==> src/rtl/rom_stream_feeder.sv <==
// Paces a valid/ready byte stream into the game loader's download interface,
// bracketing each file with a loader reset pulse and a trailing downloading hold.
module rom_stream_feeder #(
  parameter int GAP     = 4,
  parameter int TAIL    = 8,
  parameter int RST_CYC = 2
) (
  input  logic        clk,
  input  logic        resetn,
  input  logic        start,
  input  logic [21:0] file_len,
  input  logic [7:0]  file_type,
  input  logic        abort,
  input  logic [7:0]  s_data,
  input  logic        s_valid,
  output logic        s_ready,
  output logic        loader_reset,
  output logic        downloading,
  output logic [7:0]  filetype,
  output logic [7:0]  indata,
  output logic        indata_clk,
  output logic [21:0] bytes_sent,
  output logic        busy,
  output logic        done,
  output logic        aborted
);

  typedef enum logic [1:0] {ST_IDLE, ST_LRST, ST_STREAM, ST_TAIL} state_t;

  state_t      state, state_next;
  logic [21:0] remaining;
  logic [3:0]  gap_cnt;
  logic [3:0]  tail_cnt;
  logic [1:0]  rst_cnt;
  logic        accept;
  logic        hs;

  // s_ready depends only on registered state, never on s_valid.
  assign s_ready = (state == ST_STREAM) && (gap_cnt == 4'd0) && (remaining != 22'd0);
  assign hs      = s_valid && s_ready;
  assign busy    = (state != ST_IDLE);
  assign accept  = (state == ST_IDLE) && start && !abort;

  // NOTE: every variable written here gets a default first, so no path leaves it unassigned and no latch is inferred.
  always_comb begin
    state_next = state;
    unique case (state)
      ST_IDLE:   if (accept) state_next = ST_LRST;
      ST_LRST:   if (rst_cnt == 2'd0) state_next = ST_STREAM;
      ST_STREAM: if (remaining == 22'd0 && gap_cnt == 4'd0) state_next = ST_TAIL;
      ST_TAIL:   if (tail_cnt == 4'd1) state_next = ST_IDLE;
    endcase
    if (abort) state_next = ST_IDLE;
  end

  // NOTE: sequential state uses non-blocking assignments so every register samples pre-edge values.
  always_ff @(posedge clk or negedge resetn) begin
    if (!resetn) begin
      state        <= ST_IDLE;
      remaining    <= '0;
      gap_cnt      <= '0;
      tail_cnt     <= '0;
      rst_cnt      <= '0;
      loader_reset <= 1'b0;
      downloading  <= 1'b0;
      filetype     <= '0;
      indata       <= '0;
      indata_clk   <= 1'b0;
      bytes_sent   <= '0;
      done         <= 1'b0;
      aborted      <= 1'b0;
    end else begin
      state      <= state_next;
      indata_clk <= hs;
      done       <= 1'b0;

      // A handshake coinciding with abort is still honoured, since s_ready was offered.
      if (hs) begin
        indata     <= s_data;
        remaining  <= remaining - 22'd1;
        bytes_sent <= bytes_sent + 22'd1;
      end

      unique case (state)
        ST_IDLE: begin
          if (accept) begin
            remaining    <= file_len;
            filetype     <= file_type;
            bytes_sent   <= '0;
            aborted      <= 1'b0;
            rst_cnt      <= 2'(RST_CYC - 1);
            loader_reset <= 1'b1;
            downloading  <= 1'b1;
          end
        end
        ST_LRST: begin
          if (rst_cnt == 2'd0) begin
            loader_reset <= 1'b0;
            gap_cnt      <= 4'd0;
          end else begin
            rst_cnt <= rst_cnt - 2'd1;
          end
        end
        ST_STREAM: begin
          if (hs)                  gap_cnt <= 4'(GAP - 1);
          else if (gap_cnt != 4'd0) gap_cnt <= gap_cnt - 4'd1;
          if (remaining == 22'd0 && gap_cnt == 4'd0) tail_cnt <= 4'(TAIL);
        end
        ST_TAIL: begin
          tail_cnt <= tail_cnt - 4'd1;
          if (tail_cnt == 4'd1) begin
            downloading <= 1'b0;
            done        <= 1'b1;
          end
        end
      endcase

      if (abort) begin
        aborted      <= 1'b1;
        downloading  <= 1'b0;
        loader_reset <= 1'b0;
        done         <= 1'b0;
      end
    end
  end

endmodule

==> config.mk <==
export PLATFORM = sky130hd
export DESIGN_NAME = rom_stream_feeder
export DESIGN_NICKNAME = d
export VERILOG_FILES = /design/src/rtl/rom_stream_feeder.sv
export SDC_FILE = /design/constraint.sdc
export NUM_CORES = 1
export LEC_CHECK = 0
export ABC_AREA = 1
export ABC_CLOCK_PERIOD_IN_PS = 2500
export BUFFER_PORTS_ARGS = -buffer_cell sky130_fd_sc_hd__buf_4
export CORE_MARGIN = 4
export CORE_UTILIZATION = 25
export CTS_BUF_LIST = sky130_fd_sc_hd__clkbuf_8
export CTS_CLUSTER_DIAMETER = 40
export DETAILED_ROUTE_END_ITERATION = 16
export SYNTH_ARGS = -nofsm -noshare
export SYNTH_HDL_FRONTEND = slang
export SYNTH_SLANG_ARGS = --single-unit
==> constraint.sdc <==
create_clock -name clk -period 2.5 [get_ports clk]
set_clock_uncertainty 0.1 [all_clocks]
set_input_delay 0.5 -clock clk [delete_from_list [all_inputs] [get_ports clk]]
set_output_delay 0.5 -clock clk [all_outputs]
set_load 0.1 [all_outputs]
# Yosys cells after proc, flatten, opt, wreduce, memory -nomap -nowiden
# Index checks and enable logic that the tools add are counted.
# classes
n_addsub,5
eq_ne,13
muxes,33
n_reduce_logical,29
# op_table
cell,n
22-bit 2-to-1 mux,6
"22-bit by 1-bit adder with 22-bit output, second input constant",1
22-bit zero test,1
22-bit nonzero test,1
"22-bit by 1-bit subtractor with 22-bit output, second input constant",1
4-bit 2-to-1 mux,4
4-bit one-hot mux with 2 select lines,2
2-bit 2-to-1 mux,6
3-bit AND reduction,4
2-bit nonzero test,6
1-bit 2-to-1 mux,11
"3-bit inequality test, second input constant",3
2-bit one-hot mux with 4 select lines,1
"4-bit by 1-bit subtractor with 4-bit output, second input constant",2
1-bit logical AND,6
"2-bit inequality test, second input constant",3
"3-bit by 2-bit inequality test with 1-bit output, second input constant",2
2-bit AND reduction,3
3-bit nonzero test,2
"2-bit equality test, second input constant",2
"4-bit by 1-bit equality test with 1-bit output, second input constant",1
2-bit zero test,2
4-bit zero test,1
1-bit one-hot mux with 2 select lines,2
other kinds (7),7
# word_totals
register_bits,77
input_bits,43
out_inout_bits,45

# Logic depth before layout (Yosys ltp)
# Gate-level depths: netlist of the first run.
# logic_depth
ltp_word,7
ltp_mapped,12
depth_no_buf,12

# Worst setup path before layout of the first run
# OpenSTA, ideal clock, no wires.
# synth_path
path_type,flip-flop to flip-flop
startpoint,reg bytes_sent[0]
endpoint,reg bytes_sent[8]
setup_time_ns,0.076
t_arrival_ns,2.222
path_slack_ns,0.102
path_stages_with_launch,8
n_path_buf,0
path_cell_list,dfrtp_1 -> ha_1 -> inv_1 -> nor2_1 -> nand2_1 -> xor2_1 -> or2_1 -> a21oi_2
# synth_via
elab_chain_len,4
# synth_lines
item,line_no,text
start: declaration,22,"output logic [21:0] bytes_sent,"
start signal: assignment,81,bytes_sent <= bytes_sent + 22'd1;
22-bit by 1-bit adder with 22-bit output (*),81,
22-bit 2-to-1 mux (*),78,if (hs) begin
22-bit 2-to-1 mux,86,if (accept) begin
22-bit 2-to-1 mux (*),84,unique case (state)
# Every way passes the cells marked *; elsewhere a longest branch is shown, timed or not.
# A chain may end at the register's enable or synchronous reset.

# Worst setup path after layout of the first run
# layout_path
startpoint,reg state[0]
endpoint,out s_ready
# layout_via
elab_chain_len,3
# layout_lines
item,line_no,text
start: declaration,30,"state_t state, state_next;"
start signal: assignment,73,state <= state_next;
2-bit equality test,39,assign s_ready = (state == ST_STREAM) && (gap_cnt == 4'd0) && (remaining != 22'd0);
1-bit logical AND (2 in a row),39,
end: declaration,16,"output logic s_ready,"
# Every way passes these cells.

==> run summary, run 1 <==
Synth Area per Inst: 6.96 sq um
Total Routing Usage GR: 12.1%
syn_nets: 744
starting DRC count in detailed routing: 205
ys async rst share: 100%
Final nets: 834
Max-slew headroom: 66.2%
Placed Area: 5720 sq um
average wire per standard cell: 12.5 um
Worst Path Required: 1.90 ns
Via density: 4.31
CP max stage delay: 0.42 ns
final worst-path setup slack: 0.130 ns
Worst Setup Start Kind: flop
DIE HEIGHT: 146 um
WHS: 0.224 ns
gr ovfl total: 0
setup TNS: 0 ns
worst hold path type: input pin to flop
n_diodes: 0
PortBufs: 87
crit path capture type: output pin
clock slew at reported path FFs: 0.09 ns
hold depth: 3
clk root buf: clkbuf_8
Inst Count DP: 1001
cell breakdown of the critical path: inv_1, ha_4, inv_2, nor2_4, nand2_1, inv_1, buf_8
Pwr Total: 6.62 mW
Post-Route WL: 12.7 mm
max_cap viols: 0
Core Region: 18800 sq um
Synth Cell Area: 4790 sq um
die width: 146 um
setup bufs post-CTS: 0
register area share after synthesis: 40.2%
CP Max Fanout: 6
Worst-Skew Late Latency: 0.37 ns
Synth Flop Type: dfrtp_1
fmax: 0.422 GHz
worst reg2reg path depth: 8
non-filler instance count after layout: 1016
largest net degree at the start of global routing: 53
Inserted Clock Buffers: 9
Initial Utilization: 25.5%
critical path type: flop to output pin
FP Rows: 50
post-route core utilization: 31.5%
Tmin final: 2.37 ns
CTS tree: built
register bit count reported by yosys: 77
maximum vdd ir drop: 0.823 mV
antenna violations before repair: 0
Slew Limit Fails: 0
RSZ-0062 raised after global routing: false
Post-Synthesis Cells: 689
Post-synth EDFFs: 0
Fin. Hold Viols: 0
vias in the first global route: 4175
Pleak: 2.92 nW
Slew @ Worst Pin: 0.505 ns
ratio of final minimum period to clock period: 94.8%
clock buffer depth: 2
die area: 21500 sq um
most frequent cells in the layout: 315 x nand2_1, 94 x buf_4, 77 x dfrtp_1, 75 x nor2_1, 55 x inv_1
Fill cells: 2067
slowest CP cell: dfrtp_1
post-DP HPWL: 9.26 mm
Top Ports: 88
Num Clock Sinks: 77
WP data arrival: 1.77 ns
final instance area: 5910 sq um
commonest non-fill, non-tap cell in the layout: nand2_1
most used cell, CP: inv_1
Max H-tree Level: 3
Area growth syn-to-layout: 23.3%
first-pass GRT wire length: 21.0 mm
power per cell area: 1120 nW/um^2
share of cells above drive strength 1: 18.2%
Final Setup Violations: 0
Netlist cell types: 39
yosys warns: 0
drt drc: 0
status: finished clean
DRT Pass-1 Iters: 4
worst slack, placed: 0.361 ns
Vias: 4375
DRT antenna net count: 0
routability cong.: 0.822
-- kinds of logic after synthesis --
family                   count (synthesis)  synth area share, %
AND/OR/NAND/NOR                        445                 37.6
buffers and inverters                   77                 7.31
flip-flops                              77                 40.2
AO/OA/AOI/OAI                           52                 7.05
XOR/XNOR                                26                 4.75
adder cells (fa/ha/maj)                 12                 3.13
-- sequential cells by signal (all words and copies together) (netlist names) --
register / cells
downloading: 1
aborted: 1
tail_cnt: 4
gap_cnt: 4
indata: 8
remaining: 22
state: 2
rst_cnt: 2
done: 1
bytes_sent: 22
filetype: 8
indata_clk: 1
loader_reset: 1
-- synthesized netlist by cell type (3+ instances only) --
cell type	count	area (sq um)
o21ai_0	18	90.1
o21ai_1	4	20.0
ha_1	12	150
inv_1	54	203
nand3b_1	6	45.0
nand4_1	6	37.5
buf_6	3	33.8
nor2_1	76	285
a21oi_2	13	114
or2_2	4	25.0
nand3_1	22	110
xor2_1	18	158
dfrtp_1	77	1930
xnor2_1	8	70.1
nor2_2	4	25.0
inv_2	3	11.3
a21oi_1	7	35.0
nor3_1	4	20.0
clkbuf_1	4	15.0
buf_2	7	35.0
nand2_1	315	1180
-- repair_timing --
item | CTS | global route
gates resized for setup | 2 | 2
endpoints found under the setup margin | 1 | 1
hold endpoints to repair | 25 | 0
pin swaps | 0 | 0
hold buffers | 1 | 0
-- layout make-up --
cell class	instances	area [sq um]	share of cell area [%]
Timing Repair Buffer	98	771	13.0
Clock buffer	11	151	2.56
Clock inverter	3	13.8	0.233
Tap cell	234	293	4.95
Inverter	58	218	3.68
Sequential cell	77	1930	32.6
Multi-Input combinational cell	535	2540	42.9
-- critical path, delay by kind of cell (launching register included) --
kind | cells | cell delay (ns)
buffers and inverters | 4 | 0.53
and+or+nand+nor | 2 | 0.25
adders and majority gates | 1 | 0.20
DFF | 1 | 0.42
-- layer usage --
metal / global-route usage, % / vias to the layer above / part of all wire [%]
met5: 0 / - / 0
met4: 2.92 / 0 / 1.3
met3: 3.88 / 12 / 6.1
met2: 19.2 / 97 / 46
met1: 16.1 / 1957 / 47
li1: - / 2309 / -
-- power breakdown --
part / total (mW) / internal, mW / leakage, nW / switching [mW]
Combinational: 3.73 / 1.02 / 1.83 / 2.71
Clock: 0.875 / 0.398 / 0.0922 / 0.478
Sequential: 2.01 / 1.65 / 1.00 / 0.366
Total: 6.62 / 3.07 / 2.92 / 3.55
-- final timing paths --
check	slack, ns	endpoint	startpoint
max in group asynchronous	1.21	remaining[8]	resetn
max reg2reg	0.43	remaining[1]	state[0]
min	0.22	remaining[5]	file_len[5]
max	0.13	s_ready	state[0]
min reg2reg	0.37	filetype[1]	filetype[1]
min in group asynchronous	0.49	bytes_sent[14]	resetn
No activity file was read; power rests on OpenSTA's default activity.
==> run 2: changes to the inputs <==
--- a/config.mk
+++ b/config.mk
@@ -8,6 +8,7 @@
 export ABC_AREA = 1
 export ABC_CLOCK_PERIOD_IN_PS = 2500
 export BUFFER_PORTS_ARGS = -buffer_cell sky130_fd_sc_hd__buf_4
+export CORE_ASPECT_RATIO = 1.1
 export CORE_MARGIN = 4
 export CORE_UTILIZATION = 25
 export CTS_BUF_LIST = sky130_fd_sc_hd__clkbuf_8
==> run summary, run 2 (same netlist as run 1, synthesis figures left out) <==
status: finished clean
Regs by FF count: bytes_sent: 22 flops, remaining: 22 flops
maximum vdd ir drop: 0.916 mV (+11%)
Post-Route WL: 12.5 mm (-1.8%)
part of the power in registers: 29.2% (-1.2 points)
antenna violations before repair: 0 (unchanged)
Slew Limit Fails: 0 (unchanged)
max_cap viols: 0 (unchanged)
clk root buf: clkbuf_8
PortBufs: 87 (unchanged)
Final nets: 833 (-0.12%)
Total Routing Usage GR: 12.0% (-0.10 points)
Worst Setup Start Kind: flop
die area: 21500 sq um (about the same)
Slew @ Worst Pin: 0.510 ns (+0.00429 ns)
Initial Utilization: 25.8% (+0.22 points)
Worst Path Required: 1.90 ns (about the same)
first-pass GRT wire length: 21.3 mm (+1.2%)
fmax: 0.428 GHz (+1.5%)
n_diodes: 0 (unchanged)
Num Clock Sinks: 77 (unchanged)
DIE HEIGHT: 153 um (+4.6%)
CP Max Fanout: 6 (unchanged)
Top Ports: 88 (unchanged)
power per cell area: 1150 nW/um^2 (+3.0%)
critical path type: flop to output pin
Pleak: 2.95 nW (+1.0%)
clock slew at reported path FFs: 0.09 ns (about the same)
Max-slew headroom: 66.0% (-0.16 points)
drt drc: 0 (unchanged)
Final Setup Violations: 0 (unchanged)
clock buffer depth: 2 (unchanged)
Gate power share: 53.8% (-2.6 points)
setup bufs post-CTS: 0 (unchanged)
final worst-path setup slack: 0.166 ns (+0.0357 ns)
WP data arrival: 1.73 ns (-0.04 ns)
Core Region: 18600 sq um (-0.85%)
average wire per standard cell: 12.2 um (-2.8%)
Area growth syn-to-layout: 25.4%
worst slack, placed: 0.312 ns (-0.0493 ns)
starting DRC count in detailed routing: 162 (-21%)
Via density: 4.31 (about the same)
Vias: 4422 (+1.1%)
FP Rows: 52 (+4.0%)
crit path capture type: output pin
gr ovfl total: 0 (unchanged)
DRT antenna net count: 0 (unchanged)
switch share: 51.8% (-1.9 points)
Pwr Total: 6.94 mW (+4.8%)
post-DP HPWL: 9.10 mm (-1.7%)
RSZ-0062 raised after global routing: false
P_int: 3.35 mW (+9.0%)
Tmin final: 2.33 ns (-0.0357 ns)
worst hold path type: input pin to flop
largest net degree at the start of global routing: 44 (-17%)
Placed Area: 5730 sq um (+0.28%)
share of cells above drive strength 1: 18.5% (+0.36 points)
Psw: 3.59 mW (+1.2%)
routability cong.: 0.839 (+2.2%)
Inserted Clock Buffers: 9 (unchanged)
die width: 140 um (-4.4%)
setup TNS: 0 ns (unchanged)
ratio of final minimum period to clock period: 93.4% (-1.4 points)
post-route core utilization: 32.3% (+0.83 points)
Worst-Skew Late Latency: 0.36 ns (about the same)
most frequent cells in the layout: 315 x nand2_1, 92 x buf_4, 77 x dfrtp_1, 75 x nor2_1, 53 x inv_1
commonest non-fill, non-tap cell in the layout: nand2_1
vias in the first global route: 4338 (+3.9%)
Fin. Hold Viols: 0 (unchanged)
CTS tree: built
final instance area: 6010 sq um (+1.8%)
DRT Pass-1 Iters: 4 (unchanged)
clock share of power: 17.0% (+3.8 points)
Max H-tree Level: 3 (unchanged)
## run 2: worst max-delay path, stage by stage, from the launching register on
cell and delay (ns):
dfrtp_1 0.42, inv_1 0.16, ha_4 0.19, inv_2 0.07, nor2_4 0.16, nand2_1 0.10, inv_1 0.09, buf_8 0.20
## run 2: metrics by stage
| step | std cells | hold WS [ns] |
|---|---|---|
| 2_1_floorplan | 689 | 0.104 |
| 3_3_place_gp | 1009 | 0.360 |
| 3_5_place_dp | 1009 | 0.359 |
| 4_1_cts | 1026 | 0.188 |
| 5_1_grt | 1026 | 0.184 |
| 6_report | 1026 | 0.221 |
## run 2: power groups by stage
stage / Sequential (mW) / Combinational (mW) / Clock, mW
finish: 2.03 / 3.74 / 1.18
CTS: 2.02 / 3.75 / 1.24
global route: 2.09 / 4.14 / 1.29
global placement: 2.03 / 3.70 / 0
floorplan: 3.08 / 1.84 / 0
detailed placement: 2.03 / 3.73 / 0
## run 2: metal layers
metal  GRT usage (%)  part of all wire, %  routed length (um)  vias up
met5               0                    0                   0        -
met4            2.81                  1.4                 174        0
met3            3.31                  4.7                 585       12
met2            19.5                   46                5810       85
met1            15.9                   48                5940     2016
li1                -                    -                   -     2309
## run 2: final timing paths
kind	startpoint	end	slack, ns	cells past startpoint
setup / recovery	state[0]	s_ready	0.17	7
hold / removal	s_data[4]	indata[4]	0.22	3
setup reg to reg	state[0]	rst_cnt[0]	0.27	8
hold reg to reg	filetype[0]	filetype[0]	0.38	2
max in group asynchronous	resetn	rst_cnt[1]	1.15	3
min in group asynchronous	resetn	bytes_sent[17]	0.54	2
## run 2: layout make-up
class	instances	area [sq um]
Fill cell	2047	12600
Multi-Input combinational cell	535	2540
Sequential cell	77	1930
Timing Repair Buffer	97	776
Tap cell	243	304
Inverter	58	218
Clock buffer	9	124
Clock inverter	7	124
## run 2: repair_timing
action	4_1_cts	5_1_grt
hold endpoints to repair	12	0
hold buffers	1	0
endpoints found under the setup margin	1	1
gates resized for setup	1	5
==> run 3: changes to the inputs <==
--- a/config.mk
+++ b/config.mk
@@ -8,12 +8,15 @@
 export ABC_AREA = 1
 export ABC_CLOCK_PERIOD_IN_PS = 2500
 export BUFFER_PORTS_ARGS = -buffer_cell sky130_fd_sc_hd__buf_4
+export CELL_PAD_IN_SITES_DETAIL_PLACEMENT = 0
+export CELL_PAD_IN_SITES_GLOBAL_PLACEMENT = 1
 export CORE_ASPECT_RATIO = 1.1
 export CORE_MARGIN = 4
 export CORE_UTILIZATION = 25
 export CTS_BUF_LIST = sky130_fd_sc_hd__clkbuf_8
 export CTS_CLUSTER_DIAMETER = 40
 export DETAILED_ROUTE_END_ITERATION = 16
+export PLACE_DENSITY_LB_ADDON = 0.1
 export SYNTH_ARGS = -nofsm -noshare
 export SYNTH_HDL_FRONTEND = slang
 export SYNTH_SLANG_ARGS = --single-unit
==> run summary, run 3 (same netlist as run 1, synthesis figures left out) <==
Num Clock Sinks: 77 (unchanged)
antenna violations before repair: 0 (unchanged)
gr ovfl total: 0 (unchanged)
Placed Area: 5730 sq um (about the same)
FP Rows: 52 (unchanged)
Slew Limit Fails: 0 (unchanged)
commonest non-fill, non-tap cell in the layout: nand2_1
Max H-tree Level: 3 (unchanged)
Initial Utilization: 25.8% (unchanged)
clock slew at reported path FFs: 0.10 ns (about the same)
Fin. Hold Viols: 0 (unchanged)
routability cong.: 0.758 (-9.8%)
most frequent cells in the layout: 314 x nand2_1, 94 x buf_4, 76 x dfrtp_1, 73 x nor2_1, 53 x inv_1
average wire per standard cell: 13.5 um (+11%)
Total Routing Usage GR: 13.4% (+1.4 points)
final worst-path setup slack: 0.151 ns (-0.0151 ns)
Inserted Clock Buffers: 9 (unchanged)
Max-slew headroom: 62.8% (-3.2 points)
setup TNS: 0 ns (unchanged)
fmax: 0.426 GHz (-0.64%)
clk root buf: clkbuf_8
critical path type: flop to output pin
DIE HEIGHT: 153 um (unchanged)
final instance area: 5960 sq um (-0.94%)
post-route core utilization: 32.0% (-0.30 points)
Tmin final: 2.35 ns (+0.0151 ns)
Vias: 4418 (-0.090%)
Post-Route WL: 13.9 mm (+11%)
Area growth syn-to-layout: 24.3%
share of cells above drive strength 1: 19.1% (+0.61 points)
Worst Setup Start Kind: flop
RSZ-0062 raised after global routing: false
Pleak: 2.92 nW (-1.2%)
clock buffer depth: 2 (unchanged)
largest net degree at the start of global routing: 56 (+27%)
post-DP HPWL: 10.1 mm (+11%)
drt drc: 0 (unchanged)
max_cap viols: 0 (unchanged)
CTS tree: built
starting DRC count in detailed routing: 156 (-3.7%)
Worst-Skew Late Latency: 0.37 ns (about the same)
die width: 140 um (unchanged)
ratio of final minimum period to clock period: 94.0% (+0.60 points)
DRT Pass-1 Iters: 4 (unchanged)
Top Ports: 88 (unchanged)
Core Region: 18600 sq um (unchanged)
WHS: 0.216 ns (-0.00484 ns)
Final nets: 834 (+0.12%)
Pwr Total: 6.74 mW (-2.9%)
n_diodes: 0 (unchanged)
die area: 21500 sq um (unchanged)
Regs by FF count: bytes_sent: 22 flops, remaining: 22 flops
worst slack, placed: 0.327 ns (+0.0155 ns)
Worst Path Required: 1.90 ns (about the same)
worst hold path type: input pin to flop
Inst Count DP: 1010 (+0.099%)
CP Max Fanout: 6 (unchanged)
Fill cells: 2085 (+1.9%)
power per cell area: 1130 nW/um^2 (-1.9%)
crit path capture type: output pin
vias in the first global route: 4576 (+5.5%)
first-pass GRT wire length: 23.4 mm (+10%)
non-filler instance count after layout: 1027 (+0.097%)
Final Setup Violations: 0 (unchanged)
Slew @ Worst Pin: 0.556 ns (+0.0460 ns)
PortBufs: 87 (unchanged)
status: finished clean
DRT antenna net count: 0 (unchanged)
Via density: 4.30 (-0.19%)
WP data arrival: 1.75 ns (+0.02 ns)
maximum vdd ir drop: 0.655 mV (-28%)
run 3: cell types whose count changed in the layout (fill, tap and decap cells not counted), moves of 2 or more:
cell | previous run | this run
buf_4 | 92 | 94
bufinv_16 | 3 | 0
clkinv_4 | 3 | 0
clkinvlp_4 | 1 | 3
inv_6 | 0 | 2
nor2_1 | 75 | 73
run 3: power by group:
group	total (mW)	internal (mW)	switching (mW)
logic	3.78	1.04	2.74
registers	2.04	1.65	0.391
clock network	0.927	0.393	0.534
run 3: layout make-up:
type	count	area (sq um)	area share, %
Clock buffer	10	138	2.31
Clock inverter	6	45.0	0.756
Inverter	58	218	3.65
Multi-Input combinational cell	535	2550	42.9
Sequential cell	77	1930	32.4
Tap cell	243	304	5.10
Timing Repair Buffer	98	771	12.9
run 3: repair_timing:
item                                   in CTS  in global routing
setup endpoints to repair                   1                  1
hold buffers                                1                  0
endpoints found under the hold margin      22                  0
buffers inserted                            0                  0
resized for setup                           2                  9
run 3: path summary, 6_finish.rpt:
kind                           start             to  slack [ns]  depth (start not counted)
max                         state[0]        s_ready        0.15                          7
min                        s_data[0]      indata[0]        0.22                          3
max reg2reg                 state[0]  bytes_sent[6]        0.43                          8
min reg2reg                  aborted        aborted        0.38                          2
max in group asynchronous     resetn   remaining[6]        1.17                          3
min in group asynchronous     resetn    tail_cnt[0]        0.48                          2
run 3: worst max-delay path, cell delays in order (launching register included):
cell and delay [ns]:
dfrtp_1 0.42, inv_1 0.15, ha_4 0.19, inv_2 0.07, nor2_4 0.17, nand2_2 0.09, inv_1 0.08, buf_8 0.20
run 3: layer usage:
| metal | vias up | global-route usage [%] | wire length (um) |
|---|---|---|---|
| li1 | 2304 | - | - |
| met1 | 2020 | 17.3 | 6480 |
| met2 | 80 | 22.5 | 6560 |
| met3 | 14 | 2.91 | 584 |
| met4 | 0 | 3.83 | 228 |
| met5 | - | 0 | 0 |
